===== src/rtl/button_event_if.sv =====
// Button/event bundle between the board-side button pins and main's mode/config FSM.
// slave = encoder side, master = consumer/stimulus side.
interface button_event_if;
    logic [5:0] btn_raw;
    logic [5:0] btn_level;
    logic [5:0] btn_pulse;
    logic       event_valid;
    logic [2:0] event_code;
    logic       event_repeat;
    logic       event_ack;
    logic       event_overflow;
    logic       ovf_clear;

    modport slave (
        input  btn_raw, event_ack, ovf_clear,
        output btn_level, btn_pulse, event_valid, event_code, event_repeat, event_overflow
    );

    modport master (
        output btn_raw, event_ack, ovf_clear,
        input  btn_level, btn_pulse, event_valid, event_code, event_repeat, event_overflow
    );
endinterface


===== src/rtl/button_event_encoder.sv =====
// Six-button synchroniser/debouncer with press pulses and a one-entry event register.
// Define AUTO_REPEAT_EN to add hold-to-repeat on increaseTime (bit 3) and decreaseTime (bit 4).
module button_event_encoder #(
    parameter int DEBOUNCE_CYCLES = 4,
    parameter int REPEAT_DELAY    = 50,
    parameter int REPEAT_RATE     = 10
) (
    input  logic               clk,
    input  logic               reset,
    button_event_if.slave      bus
);
    localparam int NB    = 6;
    localparam int CNT_W = $clog2(DEBOUNCE_CYCLES + 1);

    logic [NB-1:0]    sync1, sync2, level, pulse, pulse_rpt;
    logic [NB-1:0]    lvl_next, rise, fire, win_mask;
    logic [CNT_W-1:0] cnt      [NB];
    logic [CNT_W-1:0] cnt_next [NB];
    logic             ev_valid, ev_rpt, ovf;
    logic [2:0]       ev_code, win_code;
    logic             win_rpt, accept, drop;

    // Level toggles one cycle after the counter has seen DEBOUNCE_CYCLES disagreeing samples.
    always_comb begin
        for (int i = 0; i < NB; i++) begin
            cnt_next[i] = cnt[i];
            lvl_next[i] = level[i];
            if (sync2[i] != level[i]) begin
                if (cnt[i] == CNT_W'(DEBOUNCE_CYCLES)) begin
                    lvl_next[i] = ~level[i];
                    cnt_next[i] = '0;
                end else begin
                    cnt_next[i] = cnt[i] + 1'b1;
                end
            end else begin
                cnt_next[i] = '0;
            end
        end
        rise = lvl_next & ~level;
    end

`ifdef AUTO_REPEAT_EN
    localparam int RPT_MAX = (REPEAT_DELAY > REPEAT_RATE) ? REPEAT_DELAY : REPEAT_RATE;
    localparam int RPT_W   = $clog2(RPT_MAX + 1);

    logic [RPT_W-1:0] rtmr      [2];
    logic [RPT_W-1:0] rtmr_next [2];
    logic [1:0]       rfire;

    // Down-counter per repeating button; terminal count fires a pulse and reloads the rate.
    always_comb begin
        for (int j = 0; j < 2; j++) begin
            rfire[j]     = 1'b0;
            rtmr_next[j] = rtmr[j];
            if (!lvl_next[3+j]) begin
                rtmr_next[j] = '0;
            end else if (rise[3+j]) begin
                rtmr_next[j] = RPT_W'(REPEAT_DELAY - 1);
            end else if (rtmr[j] == '0) begin
                rfire[j]     = 1'b1;
                rtmr_next[j] = RPT_W'(REPEAT_RATE - 1);
            end else begin
                rtmr_next[j] = rtmr[j] - 1'b1;
            end
        end
        fire = {1'b0, rfire, 3'b000};
    end

    always_ff @(posedge clk or negedge reset) begin
        if (!reset) begin
            rtmr[0] <= '0;
            rtmr[1] <= '0;
        end else begin
            rtmr[0] <= rtmr_next[0];
            rtmr[1] <= rtmr_next[1];
        end
    end
`else
    assign fire = '0;
`endif

    // Lowest set pulse index wins the event register.
    always_comb begin
        win_code = '0;
        win_rpt  = 1'b0;
        win_mask = '0;
        for (int i = NB - 1; i >= 0; i--) begin
            if (pulse[i]) begin
                win_code    = 3'(i + 1);
                win_rpt     = pulse_rpt[i];
                win_mask    = '0;
                win_mask[i] = 1'b1;
            end
        end
        accept = (pulse != '0) && (!ev_valid || bus.event_ack);
        drop   = accept ? |(pulse & ~win_mask) : |pulse;
    end

    always_ff @(posedge clk or negedge reset) begin
        if (!reset) begin
            sync1     <= '0;
            sync2     <= '0;
            level     <= '0;
            pulse     <= '0;
            pulse_rpt <= '0;
            cnt       <= '{default: '0};
            ev_valid  <= 1'b0;
            ev_code   <= '0;
            ev_rpt    <= 1'b0;
            ovf       <= 1'b0;
        end else begin
            sync1     <= bus.btn_raw;
            sync2     <= sync1;
            level     <= lvl_next;
            cnt       <= cnt_next;
            pulse     <= rise | fire;
            pulse_rpt <= fire;

            if (accept) begin
                ev_valid <= 1'b1;
                ev_code  <= win_code;
                ev_rpt   <= win_rpt;
            end else if (ev_valid && bus.event_ack) begin
                ev_valid <= 1'b0;
                ev_code  <= '0;
                ev_rpt   <= 1'b0;
            end

            // A drop in the same cycle as ovf_clear keeps the flag set.
            if (drop) begin
                ovf <= 1'b1;
            end else if (bus.ovf_clear) begin
                ovf <= 1'b0;
            end
        end
    end

    assign bus.btn_level      = level;
    assign bus.btn_pulse      = pulse;
    assign bus.event_valid    = ev_valid;
    assign bus.event_code     = ev_code;
    assign bus.event_repeat   = ev_rpt;
    assign bus.event_overflow = ovf;
endmodule


===== src/flat_wrapper.sv =====
// flat-port wrapper written by rule: the top's interface ports become plain ports
module button_event_encoder_flat 
#(
    parameter int DEBOUNCE_CYCLES = 4,
    parameter int REPEAT_DELAY    = 50,
    parameter int REPEAT_RATE     = 10
)
  (clk, reset, bus_btn_raw, bus_event_ack, bus_ovf_clear, bus_btn_level, bus_btn_pulse, bus_event_valid, bus_event_code, bus_event_repeat, bus_event_overflow);
  button_event_if bus_i ();
  input  logic clk;
  input  logic reset;
  input wire logic [$bits(bus_i.btn_raw)-1:0] bus_btn_raw;
  input wire logic [$bits(bus_i.event_ack)-1:0] bus_event_ack;
  input wire logic [$bits(bus_i.ovf_clear)-1:0] bus_ovf_clear;
  output wire logic [$bits(bus_i.btn_level)-1:0] bus_btn_level;
  output wire logic [$bits(bus_i.btn_pulse)-1:0] bus_btn_pulse;
  output wire logic [$bits(bus_i.event_valid)-1:0] bus_event_valid;
  output wire logic [$bits(bus_i.event_code)-1:0] bus_event_code;
  output wire logic [$bits(bus_i.event_repeat)-1:0] bus_event_repeat;
  output wire logic [$bits(bus_i.event_overflow)-1:0] bus_event_overflow;
  assign bus_i.btn_raw = bus_btn_raw;
  assign bus_i.event_ack = bus_event_ack;
  assign bus_i.ovf_clear = bus_ovf_clear;
  assign bus_btn_level = bus_i.btn_level;
  assign bus_btn_pulse = bus_i.btn_pulse;
  assign bus_event_valid = bus_i.event_valid;
  assign bus_event_code = bus_i.event_code;
  assign bus_event_repeat = bus_i.event_repeat;
  assign bus_event_overflow = bus_i.event_overflow;
  button_event_encoder #(.DEBOUNCE_CYCLES(DEBOUNCE_CYCLES), .REPEAT_DELAY(REPEAT_DELAY), .REPEAT_RATE(REPEAT_RATE)) u_core (.clk(clk), .reset(reset), .bus(bus_i));
endmodule

===== config.mk =====
export PLATFORM = sky130hd
export DESIGN_NAME = button_event_encoder_flat
export DESIGN_NICKNAME = d
export VERILOG_FILES = /design/src/rtl/button_event_if.sv /design/src/rtl/button_event_encoder.sv /design/src/flat_wrapper.sv
export SDC_FILE = /design/constraint.sdc
export NUM_CORES = 1
export LEC_CHECK = 0
export BUFFER_PORTS_ARGS = -buffer_cell sky130_fd_sc_hd__buf_2
export CAP_MARGIN = 20
export CORE_ASPECT_RATIO = 1.4
export CORE_MARGIN = 3
export CORE_UTILIZATION = 45
export DETAILED_ROUTE_END_ITERATION = 8
export HOLD_SLACK_MARGIN = 0.15
export PLACE_DENSITY = 0.65
export REMOVE_ABC_BUFFERS = 1
export SETUP_SLACK_MARGIN = 0.5
export SYNTH_ARGS = -nofsm -noshare
export SYNTH_HDL_FRONTEND = slang
export SYNTH_SLANG_ARGS = --single-unit

===== constraint.sdc =====
create_clock -name clk -period 2.07 [get_ports clk]
set_clock_uncertainty 0.15 [all_clocks]
set_input_delay 0.3105 -clock clk [delete_from_list [all_inputs] [get_ports clk]]
set_output_delay 0.3105 -clock clk [all_outputs]
set_load 0.02 [all_outputs]

==> flow_metrics.py <==
metrics = {
    "outcome": {
        "status": "completed",
    },
    "die": {
        "coreArea_um2": 4050,
        "fp-row-count": 27,
        "initial_core_util_pct": 48.2,
        "die_w_um": 61.7,
        "die_h_um": 84.0,
        "die-area_um2": 5180,
        "ios": 28,
    },
    "power": {
        "p_leak_nw": 1.14,
        "ir_drop_mv": 0.639,
        "power.density_nw_per_um2": 1160,
    },
    "critical_path": {
        "rrSetupSlack_ps": 570,
        "critPathMaxStageDelay_ps": 510,
        "slowest_stage": "or4_1",
        "path_cells": "or4_1 -> a21oi_1 -> o221ai_1",
        "critPathKind": "reg -> reg",
        "worst_r2r_path_depth": 3,
        "r2r-end": "u_core.bus.event_overflow",
        "crit_family": "simple AND/OR/NAND/NOR gates",
        "crit-reg2reg-launch": "u_core.bus.btn_pulse[2]",
        "arrival_ps": 1520,
        "crit_fanout": 7,
        "startpoint_type": "register",
        "path_buf_inv": 0,
        "cp.required_ps": 2080,
        "endpoint_kind": "register",
    },
    "detailed_routing": {
        "dr.first_iter.drc_count": 67,
        "routedWlPerCell_um": 13.2,
        "wl_mm": 3.26,
        "viasPerCell": 5.18,
        "dr.pass1.iters": 4,
        "postRouteAntennaNets": 0,
        "num_vias": 1280,
        "drc": 0,
    },
    "sta": {
        "fin_crit_sh_pct": 72.5,
        "setup_tns_ps": 0,
        "grt_setup_unrepaired": "false",
        "fmax_mhz": 666,
        "hold_violations": 0,
        "finalWorstSetupSlack_ps": 568,
        "period_needed_ps": 1500,
        "whs_ps": 203,
        "worstMarginPinSlew_ps": 575,
        "slew-limit-headroom_pct": 61.7,
        "setup_viol": 0,
        "slew_violations": 0,
    },
    "global_route": {
        "antenna_found_initial": 0,
        "overflow": 0,
        "grt_pass1_wl_mm": 5.59,
        "gr-usage-all-layers_pct": 14.6,
        "grt_max_degree": 48,
        "grt_pass1_vias": 1316,
    },
    "finish": {
        "nets": 225,
        "num-fill-cells": 333,
        "area_growth_pct": 19.4,
        "diodes": 0,
        "most-common-layout-cells": "45 x dfrtp_1, 26 x buf_2, 17 x inv_1",
        "drive_above_1_share_pct": 24.5,
        "mostFrequentLayoutCell": "dfrtp_1",
        "finalCoreUtilization_pct": 57.6,
    },
    "synth": {
        "synthCells": 160,
        "ys_ff_latch": 47,
        "synth_area_um2": 1950,
        "ys_warn_count": 0,
        "synth_cell_type_count": 28,
        "avgSynthCellArea_um2": 12.2,
        "ys_seq_area_share_pct": 60.2,
    },
    "clock_network": {
        "cts.sinks": 47,
        "numCtsBuffers": 5,
        "clk_latency_ps": 290,
        "cts_buffer_depth": 2,
        "cts_tree": "yes",
        "h-tree-depth": 2,
        "root_buffer": "clkbuf_8",
        "clk_pin_slew_ps": 80,
    },
    "placement": {
        "pre_cts_slack_ps": 451,
        "portBuffers": 26,
        "dp_hpwl_mm": 2.32,
        "place_congestion": 0.865,
    },
    "hold_path": {
        "hp-class": "reg -> reg",
        "holdPathStages": 0,
        "hold_start": "u_core.sync1[1]",
        "whs_endpoint": "u_core.sync2[1]",
    },
    "flow_run": {
        "maxCapViolCount": 0,
    },
}
[flip-flops by register name, indices dropped and copies added (netlist names)]
| signal | cells |
|---|---|
| u_core.bus.btn_level | 6 |
| u_core.sync2 | 6 |
| u_core.sync1 | 6 |
| u_core.bus.event_overflow | 1 |
| u_core.bus.btn_pulse | 6 |
| u_core.cnt | 18 |
| u_core.bus.event_valid | 1 |
| u_core.bus.event_code | 3 |
[cells in the mapped netlist]
library cell,instances,share of area [%]
nand3_1,2,0.51
inv_1,17,3.3
and3b_1,2,0.90
o21ai_0,2,0.51
a211oi_1,1,0.38
buf_6,1,0.58
o22ai_1,1,0.32
nand2b_1,1,0.32
xnor2_1,6,2.7
and2_1,1,0.32
conb_1,1,0.19
mux2i_1,4,2.0
o221ai_1,1,0.45
nor3b_1,12,4.6
mux2_2,6,3.5
buf_4,1,0.38
o2bb2ai_1,1,0.45
o31ai_1,1,0.38
a211o_2,2,1.0
dfrtp_1,47,60
nand2_1,8,1.5
a21oi_1,5,1.3
nor2b_1,5,1.6
a22o_2,2,1.0
nor2_1,13,2.5
or4_1,1,0.38
nor3_1,4,1.0
ha_1,12,7.7
[layer usage]
metal | vias to the layer above | GRT usage, % | share of wire, %
li1 | 615 | - | -
met1 | 625 | 15.8 | 40
met2 | 34 | 24.1 | 51
met3 | 6 | 5.11 | 5.9
met4 | 0 | 6.95 | 2.5
met5 | - | 0 | 0
[metrics by stage]
step | area [µm²] | std cells | total power [W]
6_report | 2330 | 247 | 0.00271
5_1_grt | 2330 | 247 | 0.00293
4_1_cts | 2310 | 245 | 0.00274
3_5_place_dp | 2130 | 228 | 0.00219
3_3_place_gp | 2130 | 228 | 0.00211
2_1_floorplan | 1940 | 158 | 0.00192
[kinds of logic after synthesis]
group                    Yosys count  share of synthesized area, %
flip-flops                        47                          60.2
adder cells (fa/ha/maj)           12                          7.68
other                              1                         0.192
buffers and inverters             19                          4.23
AND/OR/NAND/NOR                   49                          13.7
AO/OA/AOI/OAI                     16                          5.83
XOR/XNOR                           6                          2.69
multiplexers                      10                          5.51
[worst max-delay path by stage]
stage / end / cells after the start / slack (ps) / startpoint
after detailed placement: u_core.bus.event_overflow / 4 / 450 / u_core.bus.event_valid
final: u_core.bus.event_overflow / 3 / 570 / u_core.bus.btn_pulse[2]
after global placement: u_core.bus.event_overflow / 4 / 550 / u_core.bus.event_valid
after CTS: u_core.bus.event_overflow / 4 / 520 / u_core.bus.event_valid
after global routing: u_core.bus.event_overflow / 3 / 520 / u_core.bus.btn_pulse[2]
after floorplan: u_core.bus.event_overflow / 4 / 490 / u_core.bus.event_valid
[where the power goes]
group | total (W) | switching (W) | internal, W
sequential | 0.00132 | 0.000178 | 0.00114
clock | 0.000516 | 0.000279 | 0.000237
combinational | 0.000876 | 0.000466 | 0.000410
[timing repair]
item                                    CTS  global route
endpoints found under the setup margin    1             1
buffers inserted                          0             2
hold buffers                              9             0
gates resized for setup                   2             4
hold endpoints to repair                 56             0
[final cells by class]
| type | count | area, µm² | area share [%] |
|---|---|---|---|
| sequential | 47 | 1180 | 50.5 |
| multi-input combinational | 94 | 713 | 30.6 |
| timing repair buffer | 38 | 243 | 10.4 |
| clock buffer | 7 | 76.3 | 3.27 |
| inverter | 17 | 63.8 | 2.73 |
| tap | 43 | 53.8 | 2.31 |
| clock inverter | 1 | 5.00 | 0.214 |
Power figures use the tool's default switching activity.
